--- src/rtl/irq_controller.sv ---
// Prioritised edge-triggered interrupt controller with a
// request/ack/done handshake toward the core; no nesting.
module irq_controller #(
  parameter int          NUM_SRC  = 8,
  parameter int          ID_W     = 3,
  parameter logic [31:0] VEC_BASE = 32'h0000_0100
) (
  input  logic               clk,
  input  logic               reset,
  input  logic [NUM_SRC-1:0] irq_src,
  input  logic               mask_we,
  input  logic [NUM_SRC-1:0] mask_wdata,
  input  logic               int_ack,
  input  logic               int_done,
  output logic               interrupt,
  output logic [31:0]        vector,
  output logic [ID_W-1:0]    irq_id,
  output logic               in_service,
  output logic [NUM_SRC-1:0] pending,
  output logic [NUM_SRC-1:0] mask
);

  localparam logic [1:0] IDLE    = 2'd0;
  localparam logic [1:0] REQ     = 2'd1;
  localparam logic [1:0] SERVICE = 2'd2;

  logic [1:0]         r_state;
  logic [NUM_SRC-1:0] r_prev;
  logic [NUM_SRC-1:0] w_rise;
  logic [NUM_SRC-1:0] w_elig;
  logic [NUM_SRC-1:0] w_clr;
  logic [ID_W-1:0]    w_win;
  logic               w_ack;
  logic               w_done;

  assign w_rise = irq_src & ~r_prev;
  assign w_elig = pending & mask;
  assign w_ack  = (r_state == REQ) && int_ack;
  assign w_done = (r_state == SERVICE) && int_done;
  assign w_clr  = w_ack ? (NUM_SRC'(1) << irq_id) : '0;

  // Scan downward so the lowest eligible index is the last to win.
  always_comb begin
    w_win = '0;
    for (int i = NUM_SRC - 1; i >= 0; i--) begin
      if (w_elig[i]) w_win = ID_W'(i);
    end
  end

  assign interrupt  = (r_state == REQ);
  assign in_service = (r_state == SERVICE);

  always_ff @(posedge clk or negedge reset) begin
    if (!reset) begin
      r_prev  <= '0;
      r_state <= IDLE;
      pending <= '0;
      mask    <= '0;
      vector  <= '0;
      irq_id  <= '0;
    end else begin
      r_prev  <= irq_src;
      // A fresh edge on the acknowledged source survives the clear.
      pending <= (pending & ~w_clr) | w_rise;
      if (mask_we) mask <= mask_wdata;
      unique case (1'b1)
        (r_state == IDLE): begin
          if (w_elig != '0) begin
            r_state <= REQ;
            irq_id  <= w_win;
            vector  <= VEC_BASE + (32'(w_win) << 2);
          end
        end
        (r_state == REQ): begin
          if (w_ack) r_state <= SERVICE;
        end
        (r_state == SERVICE): begin
          if (w_done) r_state <= IDLE;
        end
        default: r_state <= IDLE;
      endcase
    end
  end

endmodule

--- config.mk ---
export PLATFORM = sky130hd
export DESIGN_NAME = irq_controller
export DESIGN_NICKNAME = d
export VERILOG_FILES = /design/src/rtl/irq_controller.sv
export SDC_FILE = /design/constraint.sdc
export NUM_CORES = 1
export LEC_CHECK = 0
export BUFFER_PORTS_ARGS = -buffer_cell sky130_fd_sc_hd__clkbuf_2
export CAP_MARGIN = 20
export CORE_MARGIN = 2
export CORE_UTILIZATION = 44
export DETAILED_ROUTE_END_ITERATION = 7
export PLACE_DENSITY_LB_ADDON = 0.05
export SLEW_MARGIN = 20
export SYNTH_ARGS = -nofsm -noshare
export SYNTH_HDL_FRONTEND = slang
export SYNTH_SLANG_ARGS = --single-unit
--- constraint.sdc ---
create_clock -name clk -period 1.67 [get_ports clk]
set_clock_uncertainty 0.2 [all_clocks]
set_input_delay 0.0835 -clock clk [delete_from_list [all_inputs] [get_ports clk]]
set_output_delay 0.0835 -clock clk [all_outputs]
set_load 0.05 [all_outputs]
==> impl_metrics.csv, run 1 <==
group,metric,value,unit
run_status,status,"finished clean",
logic_synthesis,synth_area_leaders,"dfrtp_1 (53%), buf_4 (16%), mux2_2 (6.3%), o21ai_0 (5.3%), inv_1 (2.6%)",
clock_tree,clockBufferDepth,2,
logic_synthesis,netlist.area_leader.share,52.82,%
setup_path,crit_required,1.69,ns
timing,worstMarginPinSlew,0.7016,ns
clock_tree,cts_tree,"done",
logic_synthesis,synth_area,1421,um2
global_route,grt_use_total,17.17,%
logic_synthesis,synth-seq-cells,30,
route,dr.pass1.iters,4,
run,drv_cap,0,
timing,fmax,0.6434,GHz
logic_synthesis,async_flop_share,100.0,%
clock_tree,cts_made_buffers,5,
logic_synthesis,synth_edf_count,0,
global_route,globalRouteOverflowTotal,0,
die,die_y,60.84,um
power,p_seq_share,36.8,%
global_route,grt_start_max_net_pins,31,
timing,rsz0062_at_grt,"false",
logic_synthesis,syn_inst,133,
setup_path,cpPeakStageDelay,0.56,ns
min_path,hp-class,"in2reg",
power,power.density,1558,nW/um2
clock_tree,clock-sinks,30,
die,fp.dieArea,3701,um2
global_route,first_global_vias,1007,
cells_and_area,syn2layout_area_growth,30.19,%
route,drc,0,
power,p_leak,0.9184,nW
cells_and_area,n_antenna_cell,0,
placement,portBuffers,45,
die,die_x,60.84,um
timing,tns,0,ns
setup_path,cp-end-kind,"register",
die,ios,74,
logic_synthesis,ys_seq_area_share,52.82,%
timing,hold_violations,0,
die,core.rowCount,20,
power,p_clk_share,15.2,%
power,power_frac_comb,48.0,%
power,switching_share,51.10,%
global_route,grt_pass1_wl,4512,um
timing,drv_slew,0,
route,num_vias,1126,
cells_and_area,drive_above_1_share,31.53,%
clock_tree,clk_latency,0.33,ns
setup_path,worstPathArrival,1.57,ns
setup_path,worst-setup-path-type,"reg2reg",
logic_synthesis,synth_common_cells,"buf_4 (31), dfrtp_1 (30), o21ai_0 (15)",
route,viasPerCell,4.559,
timing,finalCriticalPeriod,1.554,ns
logic_synthesis,yosys.area.top_type,"dfrtp_1",
logic_synthesis,syn_avg_cell_area,10.69,um2
power,peakVddDrop,0.7291,mV
die,core,3053,um2
clock_tree,ctsHtreeMaxLevel,2,
die,initial_core_util,46.56,%
cells_and_area,finalNetCount,223,
setup_path,cp_cell_sequence,"mux2_2, dlygate4sd3_1",
logic_synthesis,ys_warn_count,0,
clock_tree,postCtsSetupBuffers,0,
timing,slew_headroom,53.23,%
route,routed_wl,2835,um
timing,setup_viol,0,
setup_path,critPathMaxFanout,4,
setup_path,slowest_stage,"dlygate4sd3_1",
placement,dp_hpwl,2134,um
logic_synthesis,synth-main-ff-cell,"dfrtp_1",
setup_path,crit_path_start_kind,"register",
logic_synthesis,synth_cell_types,24,
cells_and_area,fill_cells,297,
timing,fin_crit_sh,93.06,%
global_route,antenna_found_initial,0,
power,p_switching,1.474,mW
clock_tree,clkTransAtPathRegs,0.09,ns
route,drtIter0Drc,20,
route,wl_per_cell,11.48,um
route,drt.antenna.violating_nets,0,
placement,place_congestion,0.7331,
timing,holdWs,0.008567,ns
power,p_int,1.410,mW
clock_tree,clock-root-buffer,"clkbuf_4",
logic_synthesis,synth_most_common_cell,"buf_4",
## cell type report
class                           count  area (um2)  area share (%)
Clock buffer                        7       55.05           2.975
Multi-Input combinational cell     88       501.7           27.11
Sequential cell                    30       750.7           40.57
Inverter                           10       37.54           2.028
Tap cell                           44       55.05           2.975
Timing Repair Buffer               67       445.4           24.07
Clock inverter                      1       5.005          0.2705
## per-stage QoR
stage | area [um2] | instances | setup slack, ns | utilization (%) | total power, mW
floorplan | 1523 | 160 | 0.02364 | - | 2.180
global route | 1851 | 247 | 0.04311 | 60.61 | 3.062
global placement | 1565 | 217 | 0.1874 | 51.27 | 2.395
detailed placement | 1565 | 217 | 0.1149 | 51.27 | 2.409
CTS | 1846 | 247 | 0.09511 | 60.45 | 2.896
finish | 1851 | 247 | 0.1159 | 60.61 | 2.884
## power groups by stage
stage | registers, mW | logic [mW] | clock network, mW
finish | 1.06 | 1.38 | 0.439
global route | 1.09 | 1.48 | 0.494
CTS | 1.05 | 1.39 | 0.454
detailed placement | 1.07 | 1.34 | 0
global placement | 1.06 | 1.34 | 0
floorplan | 1.41 | 0.765 | 0
## worst paths after layout
| path | start | to | slack, ns | cells after the start |
|---|---|---|---|---|
| setup / recovery | mask[3]$_DFFE_PN0P_ | mask[3]$_DFFE_PN0P_ | 0.12 | 2 |
| hold / removal | mask_we | mask[7]$_DFFE_PN0P_ | 0.009 | 2 |
| setup reg to reg | mask[3]$_DFFE_PN0P_ | mask[3]$_DFFE_PN0P_ | 0.12 | 2 |
| hold reg to reg | r_prev[3]$_DFF_PN0_ | pending[3]$_DFF_PN0_ | 0.22 | 1 |
| max in group asynchronous | reset | mask[7]$_DFFE_PN0P_ | 0.69 | 2 |
| min in group asynchronous | reset | r_prev[5]$_DFF_PN0_ | 0.13 | 2 |
## registers in the layout, indices dropped and copies added (netlist names)
| register | count |
|---|---|
| vector | 2 |
| irq_id | 2 |
| mask | 8 |
| pending | 8 |
| r_state | 2 |
| r_prev | 8 |
## critical path: cells and delay by family (launching register included)
family | cells | cell delay, ns
buffers and inverters | 1 | 0.56
flip-flops | 1 | 0.42
multiplexers | 1 | 0.26
## kinds of logic (layout without fill, tap and decap cells)
| family | Yosys count | in the layout | share of synthesized area (%) |
|---|---|---|---|
| flip-flops | 30 | 30 | 52.82 |
| AO/OA/AOI/OAI | 30 | 30 | 13.38 |
| buffers and inverters | 42 | 85 | 19.37 |
| AND/OR/NAND/NOR | 22 | 22 | 7.835 |
| multiplexers | 8 | 8 | 6.338 |
| other | 1 | 28 | 0.2638 |
## placed cells by master (no fill, tap or decap)
| cell | count |
|---|---|
| o2bb2ai_1 | 1 |
| nand2_1 | 10 |
| a31oi_1 | 1 |
| dfrtp_1 | 30 |
| nand2b_1 | 5 |
| nor2_1 | 1 |
| clkbuf_8 | 1 |
| dlygate4sd3_1 | 22 |
| inv_1 | 10 |
| clkbuf_4 | 5 |
| o31ai_2 | 2 |
| nand3b_1 | 1 |
| o21ai_1 | 1 |
| clkbuf_1 | 1 |
| conb_1 | 28 |
| nor2b_1 | 1 |
| mux2_2 | 8 |
| a32o_1 | 2 |
| a22oi_1 | 3 |
| clkbuf_2 | 45 |
| or2_4 | 1 |
| clkinv_2 | 1 |
| a21oi_1 | 4 |
| nand3_1 | 2 |
| o21ai_0 | 15 |
| a22oi_2 | 1 |
| nand4_1 | 1 |
## per-layer routing
metal	vias to the layer above	track usage [%]	part of all wire [%]
met3	6	6.610	6.8
met2	54	28.42	50
met1	539	19.86	41
met4	0	7.453	1.6
li1	527	-	-
met5	-	0	0
## timing repair
| action | CTS | global route |
|---|---|---|
| resized for setup | 0 | 1 |
| hold endpoints to repair | 56 | 0 |
| endpoints found under the setup margin | 0 | 1 |
| hold buffers | 22 | 0 |
Note: power is estimated with default switching activity, not from simulation.
==> run 2, diff against run 1 <==
- CELL_PAD_IN_SITES_DETAIL_PLACEMENT: unset -> 0
- CELL_PAD_IN_SITES_GLOBAL_PLACEMENT: unset -> 2
- CORE_UTILIZATION: 44 -> 25
- GPL_TIMING_DRIVEN: unset -> 1
==> impl_metrics.csv, run 2 (same netlist as run 1, synthesis figures left out) <==
group,metric,value,unit
cells_and_area,final_common_cell,"clkbuf_2",
clock_tree,postCtsSetupBuffers,0,
timing,tns,0,ns
clock_tree,cts_tree,"done",
run,drv_cap,0,
cells_and_area,fill_cells,594,
cells_and_area,seq_area,750.7,um2
clock_tree,clk_latency,0.27,ns
route,wl_per_cell,11.93,um
power,p_leak,0.9113,nW
power,power,2.975,mW
timing,rsz0062_at_grt,"false",
die,die_x,79.40,um
route,routed_wl,3246,um
clock_tree,clkTransAtPathRegs,0.06,ns
cells_and_area,final_cell_mix,"clkbuf_2 (45), dfrtp_1 (30), conb_1 (28)",
timing,drv_slew,0,
cells_and_area,fin_cells,272,
setup_path,cp-end-kind,"register",
route,drc,0,
setup_path,critPathMaxFanout,4,
timing,setup_viol,0,
cells_and_area,drive_above_1_share,31.00,%
global_route,grt_start_max_net_pins,31,
die,core,5507,um2
placement,portBuffers,45,
route,drtIter0Drc,46,
min_path,hp-class,"in2reg",
run_status,status,"finished clean",
setup_path,crit_path_start_kind,"register",
die,fp.dieArea,6304,um2
global_route,globalRouteOverflowTotal,0,
global_route,antenna_found_initial,0,
setup_path,worst-setup-path-type,"reg2reg",
placement,place_congestion,0.6947,
placement,dp_hpwl,2508,um
setup_path,worstPathArrival,1.44,ns
global_route,grt_pass1_wl,5126,um
clock_tree,holdBufCountCts,19,
die,initial_core_util,25.81,%
setup_path,crit_required,1.62,ns
cells_and_area,largestRegisters,"mask (8), pending (8), r_prev (8)",
clock_tree,ctsHtreeMaxLevel,2,
global_route,grt_use_total,11.20,%
clock_tree,ctsResizeCount,0,
cells_and_area,finalNetCount,221,
route,drt.antenna.violating_nets,0,
die,core.rowCount,27,
cells_and_area,multi_input_area,496.7,um2
route,viasPerCell,3.886,
die,ios,74,
route,num_vias,1057,
cells_and_area,n_antenna_cell,0,
cells_and_area,syn2layout_area_growth,31.87,%
timing,fmax,0.6688,GHz
timing,fin_crit_sh,89.54,%
placement,placed_cells,246,
global_route,first_global_vias,1020,
clock_tree,cts_made_buffers,5,
setup_path,ff2ff_path_depth,5,
route,dr.pass1.iters,4,
power,power.density,1587,nW/um2
power,peakVddDrop,0.6258,mV
clock_tree,clock-root-buffer,"clkbuf_8",
timing,hold_violations,0,
clock_tree,clockBufferDepth,2,
clock_tree,clock-sinks,30,
die,die_y,79.40,um
timing,finalCriticalPeriod,1.495,ns
min_path,min_path_cells,2,
## run 2: area by class of cell
type	instances	area share [%]
Inverter	10	2.003
Sequential cell	30	40.05
Multi-Input combinational cell	88	26.50
Timing Repair Buffer	65	22.56
Clock buffer	7	4.072
Tap cell	72	4.806
## run 2: per-stage QoR
step	setup slack [ns]	utilization, %	hold slack, ns	instance area (um2)
floorplan	0.02364	-	-0.4121	1523
detailed placement	0.1500	29.20	-0.07367	1608
finish	0.1747	34.04	0.04203	1874
global placement	0.1575	29.20	-0.07821	1608
global route	0.07531	34.04	0.04578	1874
CTS	0.1397	34.04	0.03902	1874
## run 2: power breakdown
part,switching (mW),internal (mW)
clock,0.244,0.286
sequential,0.196,0.873
combinational,1.05,0.326
total,1.49,1.48
## run 2: layer usage
layer	wire (um)	share of wire [%]	global-route usage, %
met1	1370	42	13.30
met2	1623	50	17.46
met3	217	6.7	4.864
met4	35	1.1	5.172
met5	0	0	0
## run 2: path summary, 6_finish.rpt
kind	start	to	slack [ns]
setup / recovery	r_state[1]$_DFFE_PN0P_	pending[4]$_DFF_PN0_	0.17
hold / removal	mask_we	mask[0]$_DFFE_PN0P_	0.04
setup reg to reg	r_state[1]$_DFFE_PN0P_	pending[4]$_DFF_PN0_	0.17
hold reg to reg	r_prev[0]$_DFF_PN0_	pending[0]$_DFF_PN0_	0.21
max in group asynchronous	reset	mask[7]$_DFFE_PN0P_	0.82
min in group asynchronous	reset	pending[4]$_DFF_PN0_	0.15
## run 2: critical path: stages (launching register included)
cell and delay, ns:
dfrtp_1 0.39, nand2b_1 0.16, inv_1 0.08, nand3_1 0.17, o31ai_1 0.25, o21ai_0 0.12
==> run 3, diff against run 2 <==
- PLACE_DENSITY: unset -> 0.78
- PLACE_DENSITY_LB_ADDON: 0.05 -> unset
==> impl_metrics.csv, run 3 (same netlist as run 1, synthesis figures left out) <==
group,metric,value,unit
timing,finalCriticalPeriod,1.470,ns
timing,rsz0062_at_grt,"false",
setup_path,worst-setup-path-type,"reg2reg",
run_status,status,"finished clean",
die,ios,74,
cells_and_area,largestRegisters,"mask (8), pending (8), r_prev (8)",
placement,portBuffers,45,
cells_and_area,final_cell_mix,"clkbuf_2 (45), dfrtp_1 (30), conb_1 (28)",
placement,place_area,1620,um2
global_route,grt_start_max_net_pins,17,
route,wl_per_cell,11.30,um
route,viasPerCell,3.930,
die,die_y,79.40,um
cells_and_area,final_cell_area,1902,um2
die,core.rowCount,27,
route,dr.pass1.iters,4,
setup_path,cp_cell_sequence,"nand2b_1, inv_1, nand3_1, o31ai_1, o21ai_0",
cells_and_area,n_antenna_cell,0,
clock_tree,clockBufferDepth,2,
clock_tree,clock-root-buffer,"clkbuf_8",
setup_path,crit_path_start_kind,"register",
setup_path,worstPathArrival,1.42,ns
timing,setup_viol,0,
clock_tree,clkTransAtPathRegs,0.06,ns
setup_path,regToRegSetupSlack,0.20,ns
clock_tree,clk_latency,0.28,ns
setup_path,cp-end-kind,"register",
route,num_vias,1073,
placement,placed_cells,246,
clock_tree,cts_tree,"done",
route,drc,0,
run,drv_cap,0,
global_route,grt_use_total,10.56,%
power,peakVddDrop,0.8484,mV
timing,fin_crit_sh,88.03,%
cells_and_area,fill_cells,603,
setup_path,path_delay_family,"flip-flops",
setup_path,r2r_start,"r_state[1]$_DFFE_PN0P_",
cells_and_area,final_common_cell,"clkbuf_2",
cells_and_area,syn2layout_area_growth,33.80,%
setup_path,critPathMaxFanout,4,
cells_and_area,finalNetCount,221,
global_route,grt_pass1_wl,4947,um
placement,place_congestion,0.8215,
min_path,hp-class,"in2reg",
setup_path,crit_required,1.62,ns
timing,hold_violations,0,
global_route,globalRouteOverflowTotal,0,
min_path,min_path_cells,2,
min_path,hold_path.startpoint,"mask_we",
clock_tree,ctsHtreeMaxLevel,2,
setup_path,crit_buf_inv,1,
min_path,whs_endpoint,"mask[0]$_DFFE_PN0P_",
setup_path,r2r-end,"pending[4]$_DFF_PN0_",
power,power,3.014,mW
die,core,5507,um2
setup_path,slowest_stage,"dfrtp_1",
die,initial_core_util,25.81,%
route,drtIter0Drc,17,
clock_tree,cts_made_buffers,5,
placement,dp_slack,0.1924,ns
power,p_leak,0.9258,nW
die,fp.dieArea,6304,um2
power,power.density,1585,nW/um2
timing,tns,0,ns
global_route,antenna_found_initial,0,
cells_and_area,fin_cells,273,
route,drt.antenna.violating_nets,0,
clock_tree,clock-sinks,30,
die,die_x,79.40,um
timing,drv_slew,0,
timing,fin_ws,0.2000,ns
global_route,first_global_vias,1019,
setup_path,cpPeakStageDelay,0.39,ns
placement,dp_hpwl,2446,um
clock_tree,postCtsSetupBuffers,0,
route,routed_wl,3086,um
cells_and_area,drive_above_1_share,31.84,%
timing,fmax,0.6803,GHz
setup_path,ff2ff_path_depth,5,
==> run 3: layout make-up <==
type,instances,area [um2],share of cell area (%)
sequential,30,750.7,39.47
timing repair buffer,65,435.4,22.89
multi-input combinational,88,496.7,26.12
inverter,10,37.54,1.974
clock buffer,7,86.33,4.539
tap,72,90.09,4.737
clock inverter,1,5.005,0.2632
==> run 3: worst max-delay path by stage <==
stage | from | cells after the start | to | slack (ns)
2_1_floorplan | r_state[1]$_DFFE_PN0P_ | 5 | pending[4]$_DFF_PN0_ | 0.02
3_3_place_gp | r_state[1]$_DFFE_PN0P_ | 5 | pending[4]$_DFF_PN0_ | 0.17
3_5_place_dp | r_state[1]$_DFFE_PN0P_ | 5 | pending[4]$_DFF_PN0_ | 0.19
4_1_cts | r_state[1]$_DFFE_PN0P_ | 5 | pending[4]$_DFF_PN0_ | 0.17
5_1_grt | r_state[1]$_DFFE_PN0P_ | 5 | pending[4]$_DFF_PN0_ | 0.06
6_report | r_state[1]$_DFFE_PN0P_ | 5 | pending[4]$_DFF_PN0_ | 0.20
==> run 3: timing repair <==
action / 4_1_cts / 5_1_grt
gates resized for setup: 0 / 0
hold buffers: 19 / 0
hold endpoints to repair: 56 / 0
==> run 3: stage by stage <==
step                      util (%)  hold WS [ns]
after global placement       29.43       -0.1555
after global routing         34.54       0.06034
after floorplan                  -       -0.4121
after CTS                    34.54       0.05321
final                        34.54       0.05588
after detailed placement     29.43       -0.1544
==> run 3: power breakdown <==
part | switching [mW] | internal (mW) | leakage [nW] | total, mW
clock | 0.252 | 0.331 | 0.0482 | 0.584
combinational | 1.05 | 0.329 | 0.547 | 1.37
sequential | 0.183 | 0.873 | 0.330 | 1.06
total | 1.48 | 1.53 | 0.926 | 3.01
==> run 3: layer usage <==
| layer | track usage [%] | share of wire [%] |
|---|---|---|
| met1 | 12.28 | 43 |
| met2 | 16.95 | 49 |
| met3 | 4.864 | 6.8 |
| met4 | 4.138 | 1.6 |
| met5 | 0 | 0 |
